`config.mk`:
```
export PLATFORM = sky130hd
export DESIGN_NAME = tlul_reg_responder
export DESIGN_NICKNAME = d
export VERILOG_FILES = /design/src/rtl/tlul_reg_responder.sv
export SDC_FILE = /design/constraint.sdc
export NUM_CORES = 1
export LEC_CHECK = 0
export CORE_UTILIZATION = 49
export CTS_CLUSTER_SIZE = 25
export DETAILED_ROUTE_END_ITERATION = 8
export HOLD_SLACK_MARGIN = 0.03
export PLACE_DENSITY_LB_ADDON = 0.1
export SYNTH_ARGS = -nofsm -noshare
export SYNTH_HDL_FRONTEND = slang
export SYNTH_SLANG_ARGS = --single-unit
export TNS_END_PERCENT = 20
```
`constraint.sdc`:
```
create_clock -name clk_i -period 5 [get_ports clk_i]
set_input_delay 1 -clock clk_i [delete_from_list [all_inputs] [get_ports clk_i]]
set_output_delay 1 -clock clk_i [all_outputs]
set_load 0.03 [all_outputs]
```
`src/rtl/tlul_reg_responder.sv`:
```
// -----------------------------------------------------------------------------
// tlul_pkg + tlul_reg_responder
//
// Device-side TL-UL endpoint. Accepts A-channel requests from a crossbar port,
// backs NumRegs 32-bit software registers, exposes them to hardware, and
// returns D-channel responses through an in-order response FIFO of RspDepth
// entries so the host can pipeline requests.
//
// Ports
//   clk_i     clock
//   rst_i     synchronous reset, active-high
//   tl_i      A-channel request + d_ready            (tlul_pkg::tl_h2d_t)
//   tl_o      D-channel response + a_ready           (tlul_pkg::tl_d2h_t)
//   reg_q_o   register contents, reg k at [32k+31:32k]
//   reg_we_o  one-cycle pulse per register after a committed write
//
// Optional feature macro: TLUL_REG_LOCK_EN
//   Defined   : register NumRegs-1 is LOCK. Bit 0 is sticky once written 1
//               (cleared only by rst_i, resets to 0); bits 31:1 read 0. While
//               locked, Puts to offsets 0..NumRegs-2 return d_error=1.
//   Undefined : register NumRegs-1 is an ordinary register.
// -----------------------------------------------------------------------------

package tlul_pkg;

  typedef enum logic [2:0] {
    PutFullData    = 3'h0,
    PutPartialData = 3'h1,
    Get            = 3'h4
  } tl_a_op_e;

  typedef enum logic [2:0] {
    AccessAck     = 3'h0,
    AccessAckData = 3'h1
  } tl_d_op_e;

  typedef struct packed {
    logic        a_valid;
    logic [2:0]  a_opcode;
    logic [2:0]  a_param;
    logic [1:0]  a_size;
    logic [7:0]  a_source;
    logic [31:0] a_address;
    logic [3:0]  a_mask;
    logic [31:0] a_data;
    logic        d_ready;
  } tl_h2d_t;

  typedef struct packed {
    logic        d_valid;
    logic [2:0]  d_opcode;
    logic [2:0]  d_param;
    logic [1:0]  d_size;
    logic [7:0]  d_source;
    logic        d_sink;
    logic [31:0] d_data;
    logic        d_user;
    logic        d_error;
    logic        a_ready;
  } tl_d2h_t;

endpackage

module tlul_reg_responder #(
  parameter int unsigned NumRegs  = 8,
  parameter int unsigned RspDepth = 2,
  parameter logic [31:0] ResetVal = 32'h0000_0000
) (
  input  logic                    clk_i,
  input  logic                    rst_i,
  input  tlul_pkg::tl_h2d_t       tl_i,
  output tlul_pkg::tl_d2h_t       tl_o,
  output logic [NumRegs*32-1:0]   reg_q_o,
  output logic [NumRegs-1:0]      reg_we_o
);

  import tlul_pkg::*;

  localparam int unsigned OffW = $clog2(NumRegs);
  localparam int unsigned PtrW = (RspDepth > 1) ? $clog2(RspDepth) : 1;
  localparam int unsigned CntW = $clog2(RspDepth + 1);
  localparam logic [OffW:0]     NumRegsW = (OffW + 1)'(NumRegs);
  localparam logic [PtrW-1:0]   LastPtr  = PtrW'(RspDepth - 1);
  localparam logic [CntW-1:0]   DepthW   = CntW'(RspDepth);

  typedef struct packed {
    logic [2:0]  opcode;
    logic [1:0]  size;
    logic [7:0]  source;
    logic [31:0] data;
    logic        error;
  } rsp_t;

  logic [31:0]     regs_q [NumRegs];
  rsp_t            fifo_mem [RspDepth];
  logic [PtrW-1:0] wr_ptr, rd_ptr;
  logic [CntW-1:0] count;

  logic            a_ready, accept, pop;
  logic [OffW-1:0] offset;
  logic            is_get, is_put_full, is_put_part, is_put;
  logic            req_err, lock_err, write_en;
  logic [31:0]     wr_val;
  rsp_t            rsp_push;

  // Only the low address bits select a register; the crossbar already decoded
  // the base. The remaining bits are intentionally ignored.
  logic unused_addr;
  assign unused_addr = ^tl_i.a_address[31:OffW+2];

  assign offset      = tl_i.a_address[OffW+1:2];
  assign is_get      = (tl_i.a_opcode == Get);
  assign is_put_full = (tl_i.a_opcode == PutFullData);
  assign is_put_part = (tl_i.a_opcode == PutPartialData);
  assign is_put      = is_put_full | is_put_part;

  // No same-cycle pop bypass: a full FIFO stalls A even if D is draining.
  assign a_ready = !rst_i && (count < DepthW);
  assign accept  = tl_i.a_valid & a_ready;
  assign pop     = (count != '0) & tl_i.d_ready;

`ifdef TLUL_REG_LOCK_EN
  localparam logic [OffW-1:0] LockIdx = OffW'(NumRegs - 1);
  assign lock_err = is_put && regs_q[LockIdx][0] && (offset != LockIdx);
`else
  assign lock_err = 1'b0;
`endif

  assign req_err = (tl_i.a_address[1:0] != 2'b00)
                 | (tl_i.a_size != 2'd2)
                 | (tl_i.a_param != 3'd0)
                 | !(is_get | is_put)
                 | (is_put_full & (tl_i.a_mask != 4'hF))
                 | ({1'b0, offset} >= NumRegsW)
                 | lock_err;

  // A partial put with an empty mask is acknowledged but commits nothing.
  assign write_en = accept & !req_err & is_put & (|tl_i.a_mask);

  // NOTE: every always_comb output gets a default first so no path leaves it
  // unassigned; an unassigned path would infer a latch.
  always_comb begin
    wr_val = regs_q[offset];
    for (int b = 0; b < 4; b++) begin
      if (tl_i.a_mask[b]) wr_val[8*b +: 8] = tl_i.a_data[8*b +: 8];
    end
`ifdef TLUL_REG_LOCK_EN
    // LOCK keeps only bit 0, and once set it cannot be cleared by software.
    if (offset == LockIdx) wr_val = {31'b0, regs_q[LockIdx][0] | wr_val[0]};
`endif
  end

  always_comb begin
    rsp_push        = '0;
    rsp_push.opcode = is_get ? AccessAckData : AccessAck;
    rsp_push.size   = tl_i.a_size;
    rsp_push.source = tl_i.a_source;
    rsp_push.error  = req_err;
    // Read value is the pre-write register contents at the accept edge.
    rsp_push.data   = (is_get && !req_err) ? regs_q[offset] : 32'h0;
  end

  // NOTE: sequential state uses non-blocking assignments so every register
  // samples pre-edge values regardless of statement order.
  always_ff @(posedge clk_i) begin
    if (rst_i) begin
      for (int k = 0; k < NumRegs; k++) regs_q[k] <= ResetVal;
`ifdef TLUL_REG_LOCK_EN
      regs_q[NumRegs-1] <= 32'h0;
`endif
      reg_we_o <= '0;
    end else begin
      reg_we_o <= '0;
      if (write_en) begin
        regs_q[offset]   <= wr_val;
        reg_we_o[offset] <= 1'b1;
      end
    end
  end

  always_ff @(posedge clk_i) begin
    if (rst_i) begin
      wr_ptr <= '0;
      rd_ptr <= '0;
      count  <= '0;
    end else begin
      if (accept) wr_ptr <= (wr_ptr == LastPtr) ? '0 : wr_ptr + 1'b1;
      if (pop)    rd_ptr <= (rd_ptr == LastPtr) ? '0 : rd_ptr + 1'b1;
      count <= count + CntW'(accept) - CntW'(pop);
    end
  end

  // NOTE: the FIFO payload storage has no reset; an entry is only visible
  // through count, which is reset, so stale contents are never observed.
  always_ff @(posedge clk_i) begin
    if (accept) fifo_mem[wr_ptr] <= rsp_push;
  end

  always_comb begin
    tl_o          = '0;
    tl_o.a_ready  = a_ready;
    tl_o.d_valid  = (count != '0);
    tl_o.d_opcode = fifo_mem[rd_ptr].opcode;
    tl_o.d_size   = fifo_mem[rd_ptr].size;
    tl_o.d_source = fifo_mem[rd_ptr].source;
    tl_o.d_data   = fifo_mem[rd_ptr].data;
    tl_o.d_error  = fifo_mem[rd_ptr].error;
  end

  for (genvar k = 0; k < NumRegs; k++) begin : g_reg_q
    assign reg_q_o[32*k +: 32] = regs_q[k];
  end

endmodule

```
==> summary.md <==
| Metric | Value |
|---|---|
| Buf/Inv on CP | `2` |
| Final Hold Viols | `0` |
| Cells after DPL | `1857` |
| Synth Warn # | `0` |
| Max FO, Critical Path | `24` |
| Worst-case vdd ir drop | `0.303 mV` |
| Antenna viol nets, final | `0` |
| Initial antenna violation count | `1` |
| Post-synth EDFFs | `344` |
| Crit-path max cell delay | `0.75 ns` |
| First-pass GRT wire length | `73.7 mm` |
| Top FF cell, synth | `edfxtp_1` |
| Via/cell ratio | `5.80` |
| Internal | `0.00563 W` |
| Psw | `0.00209 W` |
| Post-synthesis mux area share | `0.115` |
| Simple logic cell fraction of the synthesized area | `0.114` |
| DIE AREA | `0.0324 mm²` |
| GR Util All Layers | `0.312` |
| Worst Slack Setup Final | `1.23 ns` |
| ANT cells | `0` |
| Top post-synthesis cells by count | `edfxtp_1, nor2_1, mux2i_1, mux2_2, o22ai_1` |
| WL/cell | `26.3 µm` |
| Leak | `7.72 nW` |
| Filler cells | `2292` |
| Crit path max-delay cell type | `dfxtp_2` |
| Vias in the first global route | `11382` |
| Cell family with most CP delay | `buffers and inverters` |
| Htree depth | `2` |
| GRT overflow | `0` |
| # hold bufs at CTS | `0` |
| Syn_area_per_cell | `13.8 µm²` |
| Drt pass-1 iters | `9` |
| Largest family of logic cells by synthesized area | `multiplexers` |
| WL final | `50.7 mm` |
| CP startpoint kind | `flip-flop` |
| Compound-cell area share of the yosys netlist | `0.0472` |
| Core area | `0.0309 mm²` |
| Netlist cell types | `41` |
| Ranking of synthesized cells by area | `edfxtp_1, nor2_1, mux2i_1` |
| Combinational power share | `0.182` |
| Power Dens Cells | `369 mW/mm²` |
| Setup TNS | `0 ns` |
| Cts repair resizes | `0` |
| Multi-input gate area | `0.00447 mm²` |
| IO buf count | `370` |
| Peak Freq | `265 MHz` |
| Adder-cell share of the synthesized area | `0.00161` |
| Share of the synthesized area in the top cell type | `0.666` |
| CP Data Arrival Time | `2.77 ns` |
| Starting DRT DRC Count | `1332` |
| Status | `complete, but fails checks` |
| Sw frac | `0.271` |
| Drt drc | `27` |
| Clock Latency Late Sink | `0.53 ns` |
| Final setup skew | `0.0173 ns` |
| Non-Filler Cell Area, Final | `0.0209 mm²` |
| Clock share of power | `0.364` |
| Placed cell area | `0.0197 mm²` |
| Post-synthesis cell area | `0.0155 mm²` |
| P&R area growth vs syn | `34.7%` |
| Nets | `1593` |
| Die extent in y | `180 µm` |
| Setup Crit Path Kind | `reg2out` |
| GPL Wtd Cong | `0.840` |
| Root buf cell | `clkbuf_16` |
| CTS Sinks | `357` |
| Die W | `180 µm` |
| Final min period | `3.77 ns` |
| XOR/XNOR Fraction of Synth Area | `0.00226` |
| Count of final setup violators | `0` |
| Max-cap violations | `0` |
| Initial core utilization | `0.502` |
| Dpl hpwl | `32.5 mm` |
| Critical path required time | `4.00 ns` |
| Crit-path cells | `buf_4 -> mux2_2 -> clkdlybuf4s50_1` |
| Seq pwr share | `0.454` |
| Final Cycle Share | `0.755` |
| Slew headroom | `0.273` |
| Unrepaired setup endpoints after global routing | `false` |
| Yosys reg bits | `357` |
| CTS max path bufs | `3` |
| Max-slew violations | `0` |
| CTS tree | `done` |
| Layout cells sized above 1 | `0.137` |
| Synth async-reset ratio | `0` |
| Row count | `64` |
| Failing checks | `design-rule violations` |
| Yosys top cell by area | `edfxtp_1` |
| DP Worst Slack | `1.01 ns` |
| DR vias | `11180` |
| Worst-margin pin slew | `1.08 ns` |
| Sequential fraction of the synthesis area | `0.682` |
| # IOs | `405` |
| Pin count of the biggest net entering global routing | `75` |
| CTS Buf Count | `40` |
| Gate Count Post-Synth | `1123` |
| Setup crit end kind | `output pin` |
| Final Instance Count excl. Fillers | `1929` |
| Count leader, synth | `edfxtp_1` |
| FF+latch area | `0.0106 mm²` |
| Clock slew at reported path FFs | `0.06 ns` |
| Hold crit path type | `reg2reg` |
| Setup Buffers After CTS | `0` |
cell usage in the layout, fill, tap and decap left out, types with 12 or more instances in the layout:
| master | n |
|---|---|
| clkdlybuf4s50_1 | 368 |
| edfxtp_1 | 344 |
| nor2_1 | 313 |
| mux2i_1 | 102 |
| mux2_2 | 68 |
| o22ai_1 | 63 |
| clkbuf_16 | 41 |
| buf_4 | 35 |
| nand2b_1 | 27 |
| nor3_1 | 15 |
| o31ai_2 | 14 |
| dfxtp_1 | 12 |
per-layer routing:
metal / vias up / share of wire / track usage
met3: 104 / 0.12 / 0.0863
met2: 676 / 0.48 / 0.519
met1: 5543 / 0.37 / 0.394
li1: 4855 / - / -
met4: 2 / 0.030 / 0.102
met5: - / 0.00018 / 0
cell families after synthesis:
family | Yosys count
compound gates | 98
xor+xnor | 4
fa+ha+maj | 2
buf+inv | 88
flops | 357
mux | 170
other cells | 1
simple gates | 403
tightest hold or removal path: stages (launching register included):
cell and delay, ns:
dfxtp_1 0.32, xnor2_1 0.08, nor2_1 0.07
flip-flops by register name, summed over array words and instances (netlist names), named ones only:
| signal | flops |
|---|---|
| fifo_mem | 88 |
| count | 2 |
| wr_ptr | 1 |
| regs_q | 256 |
| rd_ptr | 1 |
| reg_we_o | 8 |
metrics by stage:
step / utilization / hold WS (ns) / power [W]
2_1_floorplan: - / 0.481 / 0.00436
3_3_place_gp: 0.636 / 0.501 / 0.00496
3_5_place_dp: 0.636 / 0.501 / 0.00497
4_1_cts: 0.676 / 0.520 / 0.00775
5_1_grt: 0.676 / 0.549 / 0.00794
6_report: 0.676 / 0.516 / 0.00772
final cells by class:
type | instances | area share
flip-flops and latches | 357 | 0.507
multi-input cells | 684 | 0.214
repair buffers | 410 | 0.194
clock buffers | 54 | 0.0533
well taps | 396 | 0.0237
clock inverters | 18 | 0.00622
inverters | 10 | 0.00180
power by group through the flow:
stage	logic (W)	clock network, W	registers [W]
after detailed placement	0.00140	0	0.00357
after floorplan	0.000693	0	0.00367
after CTS	0.00141	0.00283	0.00350
after global routing	0.00147	0.00295	0.00352
final	0.00141	0.00281	0.00350
after global placement	0.00140	0	0.00356
worst paths after layout:
check,to,slack (ns),from,cells after the start
min,rd_ptr,0.52,rd_ptr,2
max,tl_o[45],1.23,flip-flop,3
min reg2reg,rd_ptr,0.52,rd_ptr,2
max reg2reg,regs_q[1][17],2.29,count[1],6
Note: power is estimated with default switching activity, not from simulation.
